==> src/rtl/outpkt_pkg.sv <==
// Shared definitions for the outpkt_header framer: FSM state encoding,
// section lengths and header byte offsets. The PAD state only exists when
// OUTPKT_WORD_ALIGN_EN is defined.
package outpkt_pkg;

  typedef enum logic [2:0] {
    ST_IDLE  = 3'd0,
    ST_HDR   = 3'd1,
    ST_HCSUM = 3'd2,
    ST_DATA  = 3'd3,
    ST_DCSUM = 3'd4
`ifdef OUTPKT_WORD_ALIGN_EN
    , ST_PAD = 3'd5
`endif
  } state_t;

  localparam int HDR_LEN  = 10;
  localparam int CSUM_LEN = 4;

  localparam int HDR_OFS_VERSION = 0;
  localparam int HDR_OFS_TYPE    = 1;
  localparam int HDR_OFS_LEN0    = 4;
  localparam int HDR_OFS_LEN1    = 5;
  localparam int HDR_OFS_LEN2    = 6;
  localparam int HDR_OFS_ID0     = 8;
  localparam int HDR_OFS_ID1     = 9;

  // Index of the top bit needed to hold values 0..value.
  function automatic int msb_of(input int value);
    return (value <= 1) ? 0 : $clog2(value + 1) - 1;
  endfunction

endpackage

==> src/rtl/outpkt_header_if.sv <==
// Bundle of the descriptor, upstream data and output byte stream signals of
// outpkt_header. The slave modport is the framer; the master modport is the
// surrounding logic that issues descriptors, supplies data and sinks bytes.
interface outpkt_header_if #(
  parameter int PKT_TYPE_MSB = outpkt_pkg::msb_of(3)
);

  logic                  pkt_start;
  logic [PKT_TYPE_MSB:0] pkt_type;
  logic [15:0]           pkt_id;
  logic [23:0]           pkt_len;
  logic                  busy;
  logic                  err_start;
  logic [7:0]            din;
  logic                  din_valid;
  logic                  din_rd;
  logic [7:0]            dout;
  logic                  dout_valid;
  logic                  dout_ready;
  logic                  pkt_done;

  modport master (
    output pkt_start, pkt_type, pkt_id, pkt_len, din, din_valid, dout_ready,
    input  busy, err_start, din_rd, dout, dout_valid, pkt_done
  );

  modport slave (
    input  pkt_start, pkt_type, pkt_id, pkt_len, din, din_valid, dout_ready,
    output busy, err_start, din_rd, dout, dout_valid, pkt_done
  );

endinterface

==> src/rtl/outpkt_checksum.sv <==
// Section checksum for outpkt_header. Bytes are packed little-endian into a
// 32-bit word; each completed word is added into the running sum. The
// presented checksum is ~(sum + partial word), so a short final word counts
// as zero-padded without needing an explicit flush.
module outpkt_checksum (
  input  logic       clk,
  input  logic       rst_n,
  input  logic       add,
  input  logic [7:0] add_byte,
  input  logic       clear,
  input  logic [1:0] sel,
  output logic [7:0] csum_byte
);

  logic [31:0] sum;
  logic [31:0] partial;
  logic [1:0]  pos;
  logic [31:0] word_next;
  logic [31:0] csum;

  assign word_next = partial | ({24'd0, add_byte} << {pos, 3'b000});
  assign csum      = ~(sum + partial);

  // Assemble bytes into words and fold completed words into the sum.
  always_ff @(posedge clk or negedge rst_n) begin
    if (!rst_n) begin
      sum     <= '0;
      partial <= '0;
      pos     <= '0;
    end else if (clear) begin
      sum     <= '0;
      partial <= '0;
      pos     <= '0;
    end else if (add) begin
      if (pos == 2'd3) begin
        sum     <= sum + word_next;
        partial <= '0;
      end else begin
        partial <= word_next;
      end
      pos <= pos + 2'd1;
    end
  end

  // Pick the requested checksum byte, least significant first.
  always_comb begin
    csum_byte = csum[7:0];
    case (sel)
      2'd0: csum_byte = csum[7:0];
      2'd1: csum_byte = csum[15:8];
      2'd2: csum_byte = csum[23:16];
      2'd3: csum_byte = csum[31:24];
      default: csum_byte = csum[7:0];
    endcase
  end

endmodule

==> src/rtl/outpkt_header.sv <==
// Transmit framer: header, header checksum, payload, payload checksum.
// Optional feature macro OUTPKT_WORD_ALIGN_EN appends a 0x00 pad byte to
// packets with odd payload length so the stream stays 16-bit aligned.
// VERSION must be nonzero and PKT_MAX_LEN must lie in [65536, 2^24).
module outpkt_header
  import outpkt_pkg::*;
#(
  parameter int VERSION      = 2,
  parameter int PKT_MAX_LEN  = 65536,
  parameter int PKT_MAX_TYPE = 3,
  parameter int PKT_TYPE_MSB = msb_of(PKT_MAX_TYPE)
) (
  input logic             CLK,
  input logic             RST_N,
  outpkt_header_if.slave  bus
);

  state_t      state;
  logic [3:0]  idx;
  logic [23:0] dcnt;
  logic [7:0]  type_r;
  logic [15:0] id_r;
  logic [23:0] len_r;
  logic        busy_r;
  logic        err_start_r;
  logic [7:0]  dout_r;
  logic        dout_valid_r;
  logic        dout_last_r;

  logic [7:0]  next_byte;
  logic        have_byte;
  logic        last_byte;
  logic        load_en;
  logic        load;
  logic        transfer;
  logic        done;
  logic        start_seen;
  logic        bad_desc;
  logic        cs_add;
  logic        cs_clear;
  logic [7:0]  csum_byte;

  assign load_en    = !dout_valid_r || bus.dout_ready;
  assign load       = load_en && have_byte;
  assign transfer   = dout_valid_r && bus.dout_ready;
  assign done       = transfer && dout_last_r;
  assign start_seen = bus.pkt_start && !bus.busy && (state == ST_IDLE);
  assign bad_desc   = (bus.pkt_len == 24'd0)
                   || ({8'd0, bus.pkt_len} > 32'(PKT_MAX_LEN))
                   || (bus.pkt_type == '0)
                   || (32'(bus.pkt_type) > 32'(PKT_MAX_TYPE));

  assign cs_add   = load && ((state == ST_HDR) || (state == ST_DATA));
  assign cs_clear = load && ((state == ST_HCSUM) || (state == ST_DCSUM))
                 && (idx == 4'(CSUM_LEN - 1));

  assign bus.din_rd     = (state == ST_DATA) && bus.din_valid && load_en;
  assign bus.dout       = dout_r;
  assign bus.dout_valid = dout_valid_r;
  assign bus.pkt_done   = done;
  assign bus.busy       = busy_r && !done;
  assign bus.err_start  = err_start_r;

  outpkt_checksum u_checksum (
    .clk       (CLK),
    .rst_n     (RST_N),
    .add       (cs_add),
    .add_byte  (next_byte),
    .clear     (cs_clear),
    .sel       (idx[1:0]),
    .csum_byte (csum_byte)
  );

  // Choose the byte the current state wants to send and whether it ends the packet.
  always_comb begin
    next_byte = 8'h00;
    have_byte = 1'b0;
    last_byte = 1'b0;
    case (state)
      ST_HDR: begin
        have_byte = 1'b1;
        case (idx)
          4'(HDR_OFS_VERSION): next_byte = 8'(VERSION);
          4'(HDR_OFS_TYPE):    next_byte = type_r;
          4'(HDR_OFS_LEN0):    next_byte = len_r[7:0];
          4'(HDR_OFS_LEN1):    next_byte = len_r[15:8];
          4'(HDR_OFS_LEN2):    next_byte = len_r[23:16];
          4'(HDR_OFS_ID0):     next_byte = id_r[7:0];
          4'(HDR_OFS_ID1):     next_byte = id_r[15:8];
          default:             next_byte = 8'h00;
        endcase
      end
      ST_HCSUM: begin
        have_byte = 1'b1;
        next_byte = csum_byte;
      end
      ST_DATA: begin
        have_byte = bus.din_valid;
        next_byte = bus.din;
      end
      ST_DCSUM: begin
        have_byte = 1'b1;
        next_byte = csum_byte;
`ifdef OUTPKT_WORD_ALIGN_EN
        last_byte = (idx == 4'(CSUM_LEN - 1)) && !len_r[0];
`else
        last_byte = (idx == 4'(CSUM_LEN - 1));
`endif
      end
`ifdef OUTPKT_WORD_ALIGN_EN
      ST_PAD: begin
        have_byte = 1'b1;
        last_byte = 1'b1;
      end
`endif
      default: begin
        have_byte = 1'b0;
      end
    endcase
  end

  // Framer FSM together with the single registered output byte stage.
  always_ff @(posedge CLK or negedge RST_N) begin
    if (!RST_N) begin
      state        <= ST_IDLE;
      idx          <= '0;
      dcnt         <= '0;
      type_r       <= '0;
      id_r         <= '0;
      len_r        <= '0;
      busy_r       <= 1'b0;
      err_start_r  <= 1'b0;
      dout_r       <= '0;
      dout_valid_r <= 1'b0;
      dout_last_r  <= 1'b0;
    end else begin
      err_start_r <= start_seen && bad_desc;

      if (start_seen && !bad_desc) begin
        busy_r <= 1'b1;
      end else if (done) begin
        busy_r <= 1'b0;
      end

      if (load) begin
        dout_r       <= next_byte;
        dout_valid_r <= 1'b1;
        dout_last_r  <= last_byte;
      end else if (transfer) begin
        dout_valid_r <= 1'b0;
        dout_last_r  <= 1'b0;
      end

      case (state)
        ST_IDLE: begin
          if (start_seen && !bad_desc) begin
            type_r <= 8'(bus.pkt_type);
            id_r   <= bus.pkt_id;
            len_r  <= bus.pkt_len;
            idx    <= '0;
            state  <= ST_HDR;
          end
        end
        ST_HDR: begin
          if (load) begin
            if (idx == 4'(HDR_LEN - 1)) begin
              idx   <= '0;
              state <= ST_HCSUM;
            end else begin
              idx <= idx + 4'd1;
            end
          end
        end
        ST_HCSUM: begin
          if (load) begin
            if (idx == 4'(CSUM_LEN - 1)) begin
              idx   <= '0;
              dcnt  <= '0;
              state <= ST_DATA;
            end else begin
              idx <= idx + 4'd1;
            end
          end
        end
        ST_DATA: begin
          if (load) begin
            if (dcnt == len_r - 24'd1) begin
              dcnt  <= '0;
              state <= ST_DCSUM;
            end else begin
              dcnt <= dcnt + 24'd1;
            end
          end
        end
        ST_DCSUM: begin
          if (load) begin
            if (idx == 4'(CSUM_LEN - 1)) begin
              idx <= '0;
`ifdef OUTPKT_WORD_ALIGN_EN
              state <= len_r[0] ? ST_PAD : ST_IDLE;
`else
              state <= ST_IDLE;
`endif
            end else begin
              idx <= idx + 4'd1;
            end
          end
        end
`ifdef OUTPKT_WORD_ALIGN_EN
        ST_PAD: begin
          if (load) begin
            state <= ST_IDLE;
          end
        end
`endif
        default: begin
          state <= ST_IDLE;
        end
      endcase
    end
  end

endmodule

==> src/flat_wrapper.sv <==
// flat-port wrapper written by rule: the top's interface ports become plain ports
module outpkt_header_flat import outpkt_pkg::*;
#(
  parameter int VERSION      = 2,
  parameter int PKT_MAX_LEN  = 65536,
  parameter int PKT_MAX_TYPE = 3,
  parameter int PKT_TYPE_MSB = msb_of(PKT_MAX_TYPE)
)
  (CLK, RST_N, bus_pkt_start, bus_pkt_type, bus_pkt_id, bus_pkt_len, bus_din, bus_din_valid, bus_dout_ready, bus_busy, bus_err_start, bus_din_rd, bus_dout, bus_dout_valid, bus_pkt_done);
  outpkt_header_if #(.PKT_TYPE_MSB(PKT_TYPE_MSB)) bus_i ();
  input logic CLK;
  input logic RST_N;
  input wire logic [$bits(bus_i.pkt_start)-1:0] bus_pkt_start;
  input wire logic [$bits(bus_i.pkt_type)-1:0] bus_pkt_type;
  input wire logic [$bits(bus_i.pkt_id)-1:0] bus_pkt_id;
  input wire logic [$bits(bus_i.pkt_len)-1:0] bus_pkt_len;
  input wire logic [$bits(bus_i.din)-1:0] bus_din;
  input wire logic [$bits(bus_i.din_valid)-1:0] bus_din_valid;
  input wire logic [$bits(bus_i.dout_ready)-1:0] bus_dout_ready;
  output wire logic [$bits(bus_i.busy)-1:0] bus_busy;
  output wire logic [$bits(bus_i.err_start)-1:0] bus_err_start;
  output wire logic [$bits(bus_i.din_rd)-1:0] bus_din_rd;
  output wire logic [$bits(bus_i.dout)-1:0] bus_dout;
  output wire logic [$bits(bus_i.dout_valid)-1:0] bus_dout_valid;
  output wire logic [$bits(bus_i.pkt_done)-1:0] bus_pkt_done;
  assign bus_i.pkt_start = bus_pkt_start;
  assign bus_i.pkt_type = bus_pkt_type;
  assign bus_i.pkt_id = bus_pkt_id;
  assign bus_i.pkt_len = bus_pkt_len;
  assign bus_i.din = bus_din;
  assign bus_i.din_valid = bus_din_valid;
  assign bus_i.dout_ready = bus_dout_ready;
  assign bus_busy = bus_i.busy;
  assign bus_err_start = bus_i.err_start;
  assign bus_din_rd = bus_i.din_rd;
  assign bus_dout = bus_i.dout;
  assign bus_dout_valid = bus_i.dout_valid;
  assign bus_pkt_done = bus_i.pkt_done;
  outpkt_header #(.VERSION(VERSION), .PKT_MAX_LEN(PKT_MAX_LEN), .PKT_MAX_TYPE(PKT_MAX_TYPE), .PKT_TYPE_MSB(PKT_TYPE_MSB)) u_core (.CLK(CLK), .RST_N(RST_N), .bus(bus_i));
endmodule
==> config.mk <==
export PLATFORM = sky130hd
export DESIGN_NAME = outpkt_header_flat
export DESIGN_NICKNAME = d
export VERILOG_FILES = /design/src/rtl/outpkt_pkg.sv /design/src/rtl/outpkt_header_if.sv /design/src/rtl/outpkt_checksum.sv /design/src/rtl/outpkt_header.sv /design/src/flat_wrapper.sv
export SDC_FILE = /design/constraint.sdc
export NUM_CORES = 1
export LEC_CHECK = 0
export ABC_AREA = 1
export ABC_CLOCK_PERIOD_IN_PS = 12800
export BUFFER_PORTS_ARGS = -buffer_cell sky130_fd_sc_hd__buf_2
export CORE_MARGIN = 3
export CORE_UTILIZATION = 37
export CTS_BUF_LIST = sky130_fd_sc_hd__clkbuf_4 sky130_fd_sc_hd__clkbuf_8
export CTS_CLUSTER_SIZE = 20
export DETAILED_ROUTE_END_ITERATION = 10
export PLACE_DENSITY = 0.55
export SYNTH_ARGS = -nofsm -noshare
export SYNTH_HDL_FRONTEND = slang
export SYNTH_SLANG_ARGS = --single-unit
==> constraint.sdc <==
create_clock -name CLK -period 12.8 [get_ports CLK]
set_input_delay 1.28 -clock CLK [delete_from_list [all_inputs] [get_ports CLK]]
set_output_delay 1.28 -clock CLK [all_outputs]
set_load 0.05 [all_outputs]
==> metrics.md, run 1 <==
| Metric | Value |
|---|---|
| Outcome | finished, final reports clean |
| Placed cell areas | 0.0123 mm^2 |
| Final-report max-slew violation count | 0 |
| Hold WC Path Type | reg -> reg |
| Max Cap Viol | 0 |
| DRT antenna net count | 0 |
| Global Route Usage Sum | 22.7% |
| PwrDens | 170 mW/mm^2 |
| Largest net degree at the start of global routing | 84 |
| CP endpoint kind | flip-flop |
| Final Non-Filler Cells | 2120 |
| Final core occ | 41.3% |
| RSZ-0062 raised after global routing | false |
| Fillers | 3268 |
| CTS Buffer Depth | 2 |
| Sequential cell area | 0.00378 mm^2 |
| Cells resized by post-CTS repair | 0 |
| Synth Cell Area | 0.0116 mm^2 |
| DRC viols | 0 |
| Final GP Congestion | 0.970 |
| Period utilization | 40.8% |
| Die Wd | 183 um |
| Num CTS Buffers | 17 |
| Cts hold-fix bufs | 0 |
| Pre-CTS setup slack | 7.68 ns |
| Final min period | 5.22 ns |
| CP most frequent cell | nand2_1 |
| I/O Pins | 68 |
| Synth async-reset ratio | 100% |
| CTS root buf | clkbuf_8 |
| Yosys reg bits | 151 |
| Yosys warnings | 0 |
| Critical path type | reg -> reg |
| Ys flop type | dfrtp_1 |
| CTS sink count | 151 |
| Synthesized instance count | 1656 |
| Clk slew on worst S/H paths | 0.09 ns |
| Max-slew headroom | 38.4% |
| Max stage delay on crit path | 0.44 ns |
| Worst Clk Skew | 0.0203 ns |
| Top-count cell post-synth | nand2_1 |
| Biggest area consumer among synthesized cells | dfrtp_1 |
| Die area | 0.0334 mm^2 |
| CP max FO | 5 |
| Post-CTS setup buffer count | 0 |
| Routed met3 length | 2270 um |
| TritonCTS clock tree | done |
| Met2 WL | 16300 um |
| # rows | 64 |
| Register area share after synthesis | 32.7% |
| Total Wirelength | 37100 um |
| Power after layout | 2.15 mW |
| Final-report hold violation count | 0 |
| TritonRoute pass-1 iters | 6 |
| Placed cell count | 2089 |
| Die Height | 183 um |
| Via Count | 11.2k |
| Clk Latency, worst-skew pair | 0.50 ns |
| Crit path max-delay family | compound AO/OA/AOI/OAI gates |
| Final worst slack | 7.58 ns |
| Routed len/inst | 17.5 um |
| Synth top cells by count | nand2_1, inv_1, nor2_1 |
| Top cell type's share of synthesized area | 32.7% |
| Via/cell ratio | 5.30 |
| Number of antenna diodes | 0 |
| Critical path arrival | 5.64 ns |
| CP Launch Type | flip-flop |
| Worst hold margin | 0.495 ns |
| Worst-margin pin slew | 0.923 ns |
| WP data required | 13.22 ns |
| Initial antenna violation count | 2 |
| Vias in the first global route | 10.8k |
| Initial Util | 37.7% |
| Cell variety after synth | 54 |
| Max stage delay cell, worst path | fa_1 |
| Largest cells by area after synthesis | dfrtp_1, nand2_1, ha_1 |
| Top Layer Used | met5 |
| Share of cells above drive strength 1 | 8.18% |
| Crit path buf inv count | 2 |
| DP Wirelength | 29000 um |
| GR Overflow Total | 0 |
| Synth-to-Final Area Change | 9.74% |
| Iter 0 DRT Violations | 938 |
| Fin area | 0.0127 mm^2 |
| First-pass GRT wire length | 59900 um |
| Fmax achieved | 0.192 GHz |
| WL met1 | 17600 um |
| Post-synth EDFFs | 0 |
| Footprint of the multi-input gates | 0.00676 mm^2 |
| Pleak | 6.42 nW |
| Syn_area_per_cell | 6.98 um^2 |
| Core Region | 0.0307 mm^2 |
| # setup viols final | 0 |
| Net Count, Synth | 1790 |
| Final setup TNS | 0 ns |
| H-tree Lvls | 4 |
| Final nets | 1846 |
| Max VDD drop | 0.0750 mV |
| Port bufs | 67 |
[cells by family after synthesis]
kind of cell / share of synthesized area [%]
fa+ha+maj: 8.69
flops: 32.7
simple gates: 27.4
compound gates: 16.9
buf+inv: 8.81
xor+xnor: 5.46
[sequential cells by signal, summed over array words and instances (netlist names)]
register and cells:
u_core.bus.dout 8, u_core.id_r 16, u_core.dcnt 24, u_core.u_checksum.pos 2
u_core.bus.dout_valid 1, u_core.u_checksum.partial 32, u_core.state 3, u_core.len_r 24
u_core.busy_r 1, u_core.idx 4, u_core.dout_last_r 1, u_core.bus.err_start 1
u_core.u_checksum.sum 32, u_core.type_r 2
[layout by cell type, fill, tap and decap left out, types with 3 or more instances in the layout]
cell and count:
nand2_1 392, inv_1 213, nor2_1 157, dfrtp_1 151
a21oi_1 140, o21ai_0 110, nand3_1 107, ha_1 77
buf_2 66, xor2_1 48, xnor2_1 24, nor3_1 22
o21ai_1 19, nand4_1 19, a31oi_1 18, clkbuf_8 18
o22ai_1 13, o21bai_1 11, inv_2 11, a21o_1 9
o221ai_1 8, o211ai_1 5, nor2_4 5, nand3b_1 5
o31ai_1 5, buf_4 5, clkinv_1 4, or2_2 4
a211oi_1 4, nor4_1 4, nand2_2 4, nor2_2 4
clkinvlp_4 4, inv_6 3
[per-layer routing]
layer,up-vias,track usage (%)
li1,5569,-
met1,5284,32.4
met2,323,34.4
met3,58,4.88
met4,2,7.10
met5,-,0
[layout make-up]
| type | count | area share [%] |
|---|---|---|
| sequential | 151 | 29.8 |
| tap | 396 | 3.91 |
| timing repair buffer | 72 | 2.99 |
| clock buffer | 19 | 2.01 |
| inverter | 229 | 6.80 |
| multi-input combinational | 1241 | 53.3 |
| clock inverter | 12 | 1.14 |
[final timing paths]
check                           slack [ns]  depth (start not counted)                            startpoint                                    end
worst max-delay path                  7.58                         25  u_core.u_checksum.sum[0]$_DFFE_PN0P_  u_core.u_checksum.sum[21]$_DFFE_PN0P_
worst max register to register        7.58                         25  u_core.u_checksum.sum[0]$_DFFE_PN0P_  u_core.u_checksum.sum[21]$_DFFE_PN0P_
worst min register to register        0.49                          2           u_core.id_r[13]$_DFFE_PN0P_            u_core.id_r[13]$_DFFE_PN0P_
worst min-delay path                  0.49                          2           u_core.id_r[13]$_DFFE_PN0P_            u_core.id_r[13]$_DFFE_PN0P_
min in group asynchronous             0.84                          1                                 RST_N             u_core.id_r[0]$_DFFE_PN0P_
max in group asynchronous            10.55                          2                                 RST_N   u_core.u_checksum.sum[5]$_DFFE_PN0P_
[worst min-delay path, cell delays in order (launching register included)]
cell and delay [ns]:
dfrtp_1 0.36, nand2_1 0.06, nand2_1 0.05
[power breakdown]
group          leakage [nW]  internal, mW  switching [mW]
Combinational          4.24         0.324           0.744
Clock                 0.191         0.183           0.210
Sequential             1.99         0.569           0.121
Total                  6.42          1.08            1.08
(Power assumes the default switching activity.)
==> run 2: changes to the inputs <==
--- a/config.mk
+++ b/config.mk
@@ -6,7 +6,7 @@
 export NUM_CORES = 1
 export LEC_CHECK = 0
 export ABC_AREA = 1
-export ABC_CLOCK_PERIOD_IN_PS = 12800
+export ABC_CLOCK_PERIOD_IN_PS = 5200
 export BUFFER_PORTS_ARGS = -buffer_cell sky130_fd_sc_hd__buf_2
 export CORE_MARGIN = 3
 export CORE_UTILIZATION = 37
==> constraint.sdc (replaced) <==
create_clock -name CLK -period 5.2 [get_ports CLK]
set_input_delay 0.52 -clock CLK [delete_from_list [all_inputs] [get_ports CLK]]
set_output_delay 0.52 -clock CLK [all_outputs]
set_load 0.05 [all_outputs]
==> run 2 against run 1 <==
Effect of this change: routed wire length rose by 0.30%; power rose by 150%; sequential power rose by 140%; combinational power rose to 2.5 times the previous value; clock skew rose by 0.013 ns; global-route usage fell by 0.12 points; maximum frequency rose by 8.4%; critical path depth fell by 3; count of clock-buffer cells in the layout fell by 2; highest routed layer is now met4.
==> metrics.md, run 2 (synthesis results as in run 1) <==
| Metric | Value |
|---|---|
| WP data required | 5.59 ns (-7.63 ns) |
| CTS Buffer Depth | 2 (unchanged) |
| WL met1 | 17200 um (-2.1%) |
| CP Launch Type | flip-flop |
| Largest net degree at the start of global routing | 93 (+11%) |
| CTS sink count | 151 (unchanged) |
| TritonCTS clock tree | done |
| Final GP Congestion | 0.977 (+0.67%) |
| Share of cells above drive strength 1 | 9.86% (+1.7 points) |
| Max-slew headroom | 35.8% (-2.6 points) |
| Num CTS Buffers | 17 (unchanged) |
| Reported net switching power | 2.70 mW (+150%) |
| Met2 WL | 16600 um (+2.0%) |
| Port bufs | 67 (unchanged) |
| Initial antenna violation count | 1 (-1) |
| Top Layer Used | met4 |
| Reg power frac | 31.8% (-0.3 points) |
| CP Cell Sequence | inv_1 -> ha_1 -> nand3_1 -> o22ai_1 -> a2111oi_0 -> nor2_1 -> a21oi_1 -> nand2_2 -> nand3_1 -> nand2_1 -> ha_1 -> a21oi_1 -> nor2_1 -> a211oi_1 -> inv_1 -> a21oi_1 -> nand3_1 -> a21o_1 -> a31oi_1 -> nand2_1 -> nand2_1 -> o21ai_1 |
| I/O Pins | 68 (unchanged) |
| Final nets | 1866 (+1.1%) |
| CP endpoint kind | flip-flop |
| PwrDens | 413 mW/mm^2 (+140%) |
| Worst-margin pin slew | 0.962 ns (+0.0395 ns) |
| Via Count | 11.3k (+0.54%) |
| Die Height | 183 um (unchanged) |
| Die area | 0.0334 mm^2 (unchanged) |
| Max stage delay on crit path | 0.50 ns (+0.06 ns) |
| DRT antenna net count | 0 (unchanged) |
| Die Wd | 183 um (unchanged) |
| H-tree Lvls | 4 (unchanged) |
| Iter 0 DRT Violations | 926 (-1.3%) |
| Fillers | 3169 (-3.0%) |
| Hold WC Path Type | in -> async |
| Critical path arrival | 5.20 ns (-0.44 ns) |
| CP max FO | 7 (+2) |
| Clk slew on worst S/H paths | 0.12 ns (+0.03 ns) |
| Worst Clk Skew | 0.0329 ns (+0.0126 ns) |
| Combinational share of power | 51.0% (+1.3 points) |
| Final-report hold violation count | 0 (unchanged) |
| Commonest non-fill, non-tap cell in the layout | nand2_1 |
| Internal power | 2.61 mW (+140%) |
| DRC viols | 0 (unchanged) |
| Max Cap Viol | 0 (unchanged) |
| Total Wirelength | 37200 um (+0.30%) |
| Initial Util | 37.7% (unchanged) |
| Final worst slack | 0.387 ns (-7.19 ns) |
| Reg2reg end | u_core.u_checksum.sum[29]$_DFFE_PN0P_ |
| Final setup TNS | 0 ns (unchanged) |
| Fmax achieved | 0.208 GHz (+8.4%) |
| Routed met3 length | 2440 um (+7.4%) |
| Routed len/inst | 17.4 um (-0.69%) |
| Placed cell count | 2107 (+0.86%) |
| Vias in the first global route | 10.9k (+0.84%) |
| GR Overflow Total | 0 (unchanged) |
| Biggest regs | u_core.u_checksum.partial (32), u_core.u_checksum.sum (32) |
| Critical path type | reg -> reg |
| CTS root buf | clkbuf_8 |
| Period utilization | 92.6% (+52 points) |
| Max stage delay cell, worst path | a2111oi_0 |
| Cts hold-fix bufs | 0 (unchanged) |
| Global Route Usage Sum | 22.6% (-0.12 points) |
| # rows | 64 (unchanged) |
| Outcome | finished, final reports clean |
| Most frequent cells in the layout | nand2_1, inv_1, nor2_1 |
| Final min period | 4.81 ns (-0.407 ns) |
| Number of antenna diodes | 0 (unchanged) |
| Via/cell ratio | 5.28 (-0.44%) |
| Synth-to-Final Area Change | 11.3% |
| Final-report max-slew violation count | 0 (unchanged) |
| Register-to-Register Setup Slack | 0.39 ns (-7.19 ns) |
| First-pass GRT wire length | 59400 um (-0.83%) |
| Final Non-Filler Cells | 2141 (+0.99%) |
| Clk Latency, worst-skew pair | 0.51 ns (about the same) |
| TritonRoute pass-1 iters | 5 (-1) |
| Placed cell areas | 0.0124 mm^2 (+1.2%) |
| Sw Ratio | 50.8% (+0.87 points) |
| Clock power share | 17.2% (-1.1 points) |
| Max VDD drop | 0.182 mV (+140%) |
| Core Region | 0.0307 mm^2 (unchanged) |
| Worst hold margin | 0.129 ns (-0.366 ns) |
| DP Wirelength | 29300 um (+0.98%) |
| Pre-CTS setup slack | 0.220 ns (-7.46 ns) |
| # setup viols final | 0 (unchanged) |
| Worst R2R Path Depth | 22 (-12%) |
| Reg-to-Reg Start | u_core.idx[1]$_DFFE_PN0P_ |
| Pleak | 6.53 nW (+1.7%) |
| Fin area | 0.0129 mm^2 (+1.4%) |
run 2: critical path: cells and delay by family (launching register included):
kind / cells / cell delay (ns)
AOI/OAI and AO/OA: 9 / 2.20
and+or+nand+nor: 9 / 1.32
adders and majority gates: 2 / 0.56
DFF: 1 / 0.42
buffers and inverters: 2 / 0.19
run 2: power by group through the flow:
stage | Combinational, mW | Sequential (mW) | Clock [mW]
2_1_floorplan | 1.78 | 1.72 | 0
3_3_place_gp | 2.67 | 1.70 | 0
3_5_place_dp | 2.68 | 1.71 | 0
4_1_cts | 2.69 | 1.69 | 0.941
5_1_grt | 3.02 | 1.72 | 0.980
6_report | 2.71 | 1.68 | 0.914
run 2: routing by layer:
| metal | GRT usage [%] | vias up |
|---|---|---|
| met4 | 7.34 | 0 |
| met1 | 31.6 | 5309 |
| li1 | - | 5611 |
| met5 | 0 | - |
| met2 | 35.1 | 329 |
| met3 | 4.52 | 48 |
run 2: cell type report:
| type | count | area [um^2] | share of cell area [%] |
|---|---|---|---|
| Inverter | 229 | 862 | 6.71 |
| Sequential cell | 151 | 3780 | 29.4 |
| Clock buffer | 17 | 234 | 1.82 |
| Multi-Input combinational cell | 1241 | 6800 | 52.9 |
| Clock inverter | 15 | 140 | 1.09 |
| Tap cell | 396 | 495 | 3.86 |
| Timing Repair Buffer | 92 | 542 | 4.22 |
run 2: worst max path at each step:
stage,from,endpoint,slack (ns),cells past startpoint
global route,u_core.u_checksum.sum[0]$_DFFE_PN0P_,u_core.u_checksum.sum[24]$_DFFE_PN0P_,-0.004,34
global placement,u_core.u_checksum.sum[0]$_DFFE_PN0P_,u_core.u_checksum.sum[24]$_DFFE_PN0P_,0.30,34
detailed placement,u_core.u_checksum.sum[0]$_DFFE_PN0P_,u_core.u_checksum.sum[29]$_DFFE_PN0P_,0.22,25
floorplan,u_core.u_checksum.sum[0]$_DFFE_PN0P_,u_core.u_checksum.sum[24]$_DFFE_PN0P_,0.90,35
CTS,u_core.u_checksum.sum[0]$_DFFE_PN0P_,u_core.u_checksum.sum[24]$_DFFE_PN0P_,0.19,34
finish,u_core.idx[1]$_DFFE_PN0P_,u_core.u_checksum.sum[29]$_DFFE_PN0P_,0.39,22
run 2: timing repair:
action                     CTS  global route
setup endpoints to repair    0            18
hold endpoints to repair     0             0
gates resized for setup      0            12
buffers inserted             0             2
run 2: through the flow:
stage / power [mW] / util (%)
5_1_grt: 5.72 / 41.9
4_1_cts: 5.32 / 41.7
3_3_place_gp: 4.37 / 40.5
6_report: 5.31 / 41.9
2_1_floorplan: 3.50 / -
3_5_place_dp: 4.39 / 40.5
==> run 3: changes to the inputs <==
--- a/config.mk
+++ b/config.mk
@@ -8,12 +8,13 @@
 export ABC_AREA = 1
 export ABC_CLOCK_PERIOD_IN_PS = 5200
 export BUFFER_PORTS_ARGS = -buffer_cell sky130_fd_sc_hd__buf_2
-export CORE_MARGIN = 3
-export CORE_UTILIZATION = 37
+export CORE_MARGIN = 2
+export CORE_UTILIZATION = 55
 export CTS_BUF_LIST = sky130_fd_sc_hd__clkbuf_4 sky130_fd_sc_hd__clkbuf_8
 export CTS_CLUSTER_SIZE = 20
 export DETAILED_ROUTE_END_ITERATION = 10
-export PLACE_DENSITY = 0.55
+export PLACE_DENSITY = 0.75
+export SLEW_MARGIN = 20
 export SYNTH_ARGS = -nofsm -noshare
 export SYNTH_HDL_FRONTEND = slang
 export SYNTH_SLANG_ARGS = --single-unit
==> run 3 against run 2 <==
Effect of this change: routed wire length down 9.1%; cell area is 1.6% lower; sequential power is essentially flat; register-to-register slack barely moved; worst hold slack worse by 0.0038 ns; critical path depth rose by 13; largest power group unchanged; maximum frequency fell by 0.28%; setup slack worse by 0.014 ns; highest routed layer unchanged; global-route usage increased by 8.6 points.
==> metrics.md, run 3 (synthesis results as in run 1) <==
| Metric | Value |
|---|---|
| Outcome | finished, final reports clean |
| # rows | 53 (-17%) |
| Final-report max-slew violation count | 0 (unchanged) |
| CTS sink count | 151 (unchanged) |
| Final min period | 4.83 ns (+0.0136 ns) |
| Port bufs | 67 (unchanged) |
| Max stage delay cell, worst path | fa_1 |
| Max-slew headroom | 35.0% (-0.78 points) |
| Reg-to-Reg Start | u_core.u_checksum.sum[0]$_DFFE_PN0P_ |
| Num CTS Buffers | 17 (unchanged) |
| Die area | 0.0222 mm^2 (-34%) |
| Cts hold-fix bufs | 0 (unchanged) |
| DP Wirelength | 26300 um (-10%) |
| CP endpoint kind | flip-flop |
| PwrDens | 418 mW/mm^2 (+1.4%) |
| Final nets | 1852 (-0.75%) |
| Clk Latency, worst-skew pair | 0.49 ns (-0.02 ns) |
| CP most frequent cell | nand2_1 |
| Die Wd | 149 um (-18%) |
| Final-report hold violation count | 0 (unchanged) |
| Most frequent cells in the layout | nand2_1, inv_1, nor2_1 |
| DRT antenna net count | 0 (unchanged) |
| GR Overflow Total | 0 (unchanged) |
| Routed len/inst | 16.9 um (-3.0%) |
| Largest net degree at the start of global routing | 105 (+13%) |
| Max stage delay on crit path | 0.46 ns (-0.04 ns) |
| Footprint of the multi-input gates | 0.00680 mm^2 (about the same) |
| First-pass GRT wire length | 54600 um (-8.1%) |
| Number of antenna diodes | 0 (unchanged) |
| Fmax achieved | 0.207 GHz (-0.28%) |
| Biggest regs | u_core.u_checksum.partial (32), u_core.u_checksum.sum (32) |
| Placed cell areas | 0.0122 mm^2 (-2.1%) |
| Iter 0 DRT Violations | 1084 (+17%) |
| I/O Pins | 68 (unchanged) |
| Total Wirelength | 33800 um (-9.1%) |
| Initial Util | 55.5% (+18 points) |
| TritonRoute pass-1 iters | 6 (+1) |
| Core Region | 0.0208 mm^2 (-32%) |
| Initial antenna violation count | 0 (-1) |
| WP data required | 5.57 ns (-0.02 ns) |
| Die Height | 149 um (-18%) |
| Max VDD drop | 0.185 mV (+1.5%) |
| CTS Buffer Depth | 2 (unchanged) |
| Max Cap Viol | 0 (unchanged) |
| Clk slew on worst S/H paths | 0.11 ns (about the same) |
| Final GP Congestion | 1.04 (+6.4%) |
| Worst Clk Skew | 0.0226 ns (-0.0103 ns) |
| Synth-to-Final Area Change | 9.45% |
| Power after layout | 5.29 mW (-0.29%) |
| CP max FO | 4 (-3) |
| CTS root buf | clkbuf_8 |
| Commonest non-fill, non-tap cell in the layout | nand2_1 |
| Pleak | 6.49 nW (-0.75%) |
| DRC viols | 0 (unchanged) |
| Global Route Usage Sum | 31.2% (+8.6 points) |
| Register-to-Register Setup Slack | 0.37 ns (about the same) |
| Hold WC Path Type | in -> async |
| Worst-margin pin slew | 0.975 ns (+0.0128 ns) |
| Vias in the first global route | 10.4k (-4.2%) |
| Via Count | 11.4k (+1.1%) |
| Period utilization | 92.8% (+0.26 points) |
| H-tree Lvls | 4 (unchanged) |
| TritonCTS clock tree | done |
| Critical path type | reg -> reg |
| Crit path from | u_core.u_checksum.sum[0]$_DFFE_PN0P_ |
| CP Launch Type | flip-flop |
| Critical path arrival | 5.20 ns (about the same) |
| Final setup TNS | 0 ns (unchanged) |
| Via/cell ratio | 5.70 (+7.9%) |
| # setup viols final | 0 (unchanged) |
| Fin area | 0.0126 mm^2 (-1.6%) |
| Sequential cell area | 0.00378 mm^2 (unchanged) |
| Fillers | 2022 (-36%) |
| Share of cells above drive strength 1 | 9.13% (-0.73 points) |
==> run 3: cell count changes in the layout (fill, tap and decap cells not counted), moves of 2 or more <==
| cell | change |
|---|---|
| a21oi_1 | -2 |
| a21oi_2 | +3 |
| buf_4 | -14 |
| clkinv_2 | -2 |
| clkinv_4 | -4 |
| clkinv_8 | +2 |
| nand2_1 | +2 |
| nand2_2 | -3 |
==> run 3: critical path: cells and delay by family (launching register included) <==
| family | cells | cell delay [ns] |
|---|---|---|
| buffers and inverters | 2 | 0.12 |
| AND/OR/NAND/NOR | 24 | 2.21 |
| adder cells (fa/ha/maj) | 4 | 1.32 |
| flip-flops | 1 | 0.42 |
| AO/OA/AOI/OAI | 5 | 0.67 |
==> run 3: layout make-up <==
| cell class | count | share of cell area (%) |
|---|---|---|
| inverters | 229 | 6.82 |
| repair buffers | 78 | 3.45 |
| clock buffers | 18 | 1.91 |
| well taps | 275 | 2.72 |
| flip-flops and latches | 151 | 29.9 |
| clock inverters | 14 | 1.41 |
| multi-input cells | 1241 | 53.8 |
==> run 3: final timing paths <==
| check | endpoint | cells after the start |
|---|---|---|
| max | u_core.u_checksum.sum[24]$_DFFE_PN0P_ | 35 |
| min | u_core.id_r[6]$_DFFE_PN0P_ | 1 |
| max reg2reg | u_core.u_checksum.sum[24]$_DFFE_PN0P_ | 35 |
| min reg2reg | u_core.id_r[11]$_DFFE_PN0P_ | 2 |
| max in group asynchronous | u_core.u_checksum.sum[25]$_DFFE_PN0P_ | 2 |
| min in group CLK | u_core.id_r[9]$_DFFE_PN0P_ | 3 |
==> run 3: routing by layer <==
metal  vias to the layer above  GRT usage, %  part of all wire, %
met3                        66          5.50                  8.5
met5                         -             0                    0
met4                         0          8.24                  2.2
li1                       5595             -                    -
met1                      5295          48.3                   48
met2                       469          44.8                   41
==> run 3: stage by stage <==
stage | hold WS, ns | worst slack (ns) | util, % | instances
after floorplan | 0.224 | 0.901 | - | 1656
after global placement | 0.469 | 0.352 | 58.4 | 1971
after detailed placement | 0.468 | 0.245 | 58.4 | 1971
after CTS | 0.175 | 0.219 | 60.4 | 2003
after global routing | 0.218 | -0.0264 | 60.7 | 2006
final | 0.125 | 0.373 | 60.7 | 2006
==> run 3: where the power goes <==
group | switching (mW) | total (mW) | internal [mW]
logic | 1.79 | 2.60 | 0.815
registers | 0.314 | 1.71 | 1.40
clock network | 0.557 | 0.974 | 0.417
total | 2.66 | 5.29 | 2.63
==> run 3: timing repair <==
item / in CTS / in global routing
setup endpoints to repair: 0 / 13
resized for setup: 0 / 10
buffers inserted: 0 / 3
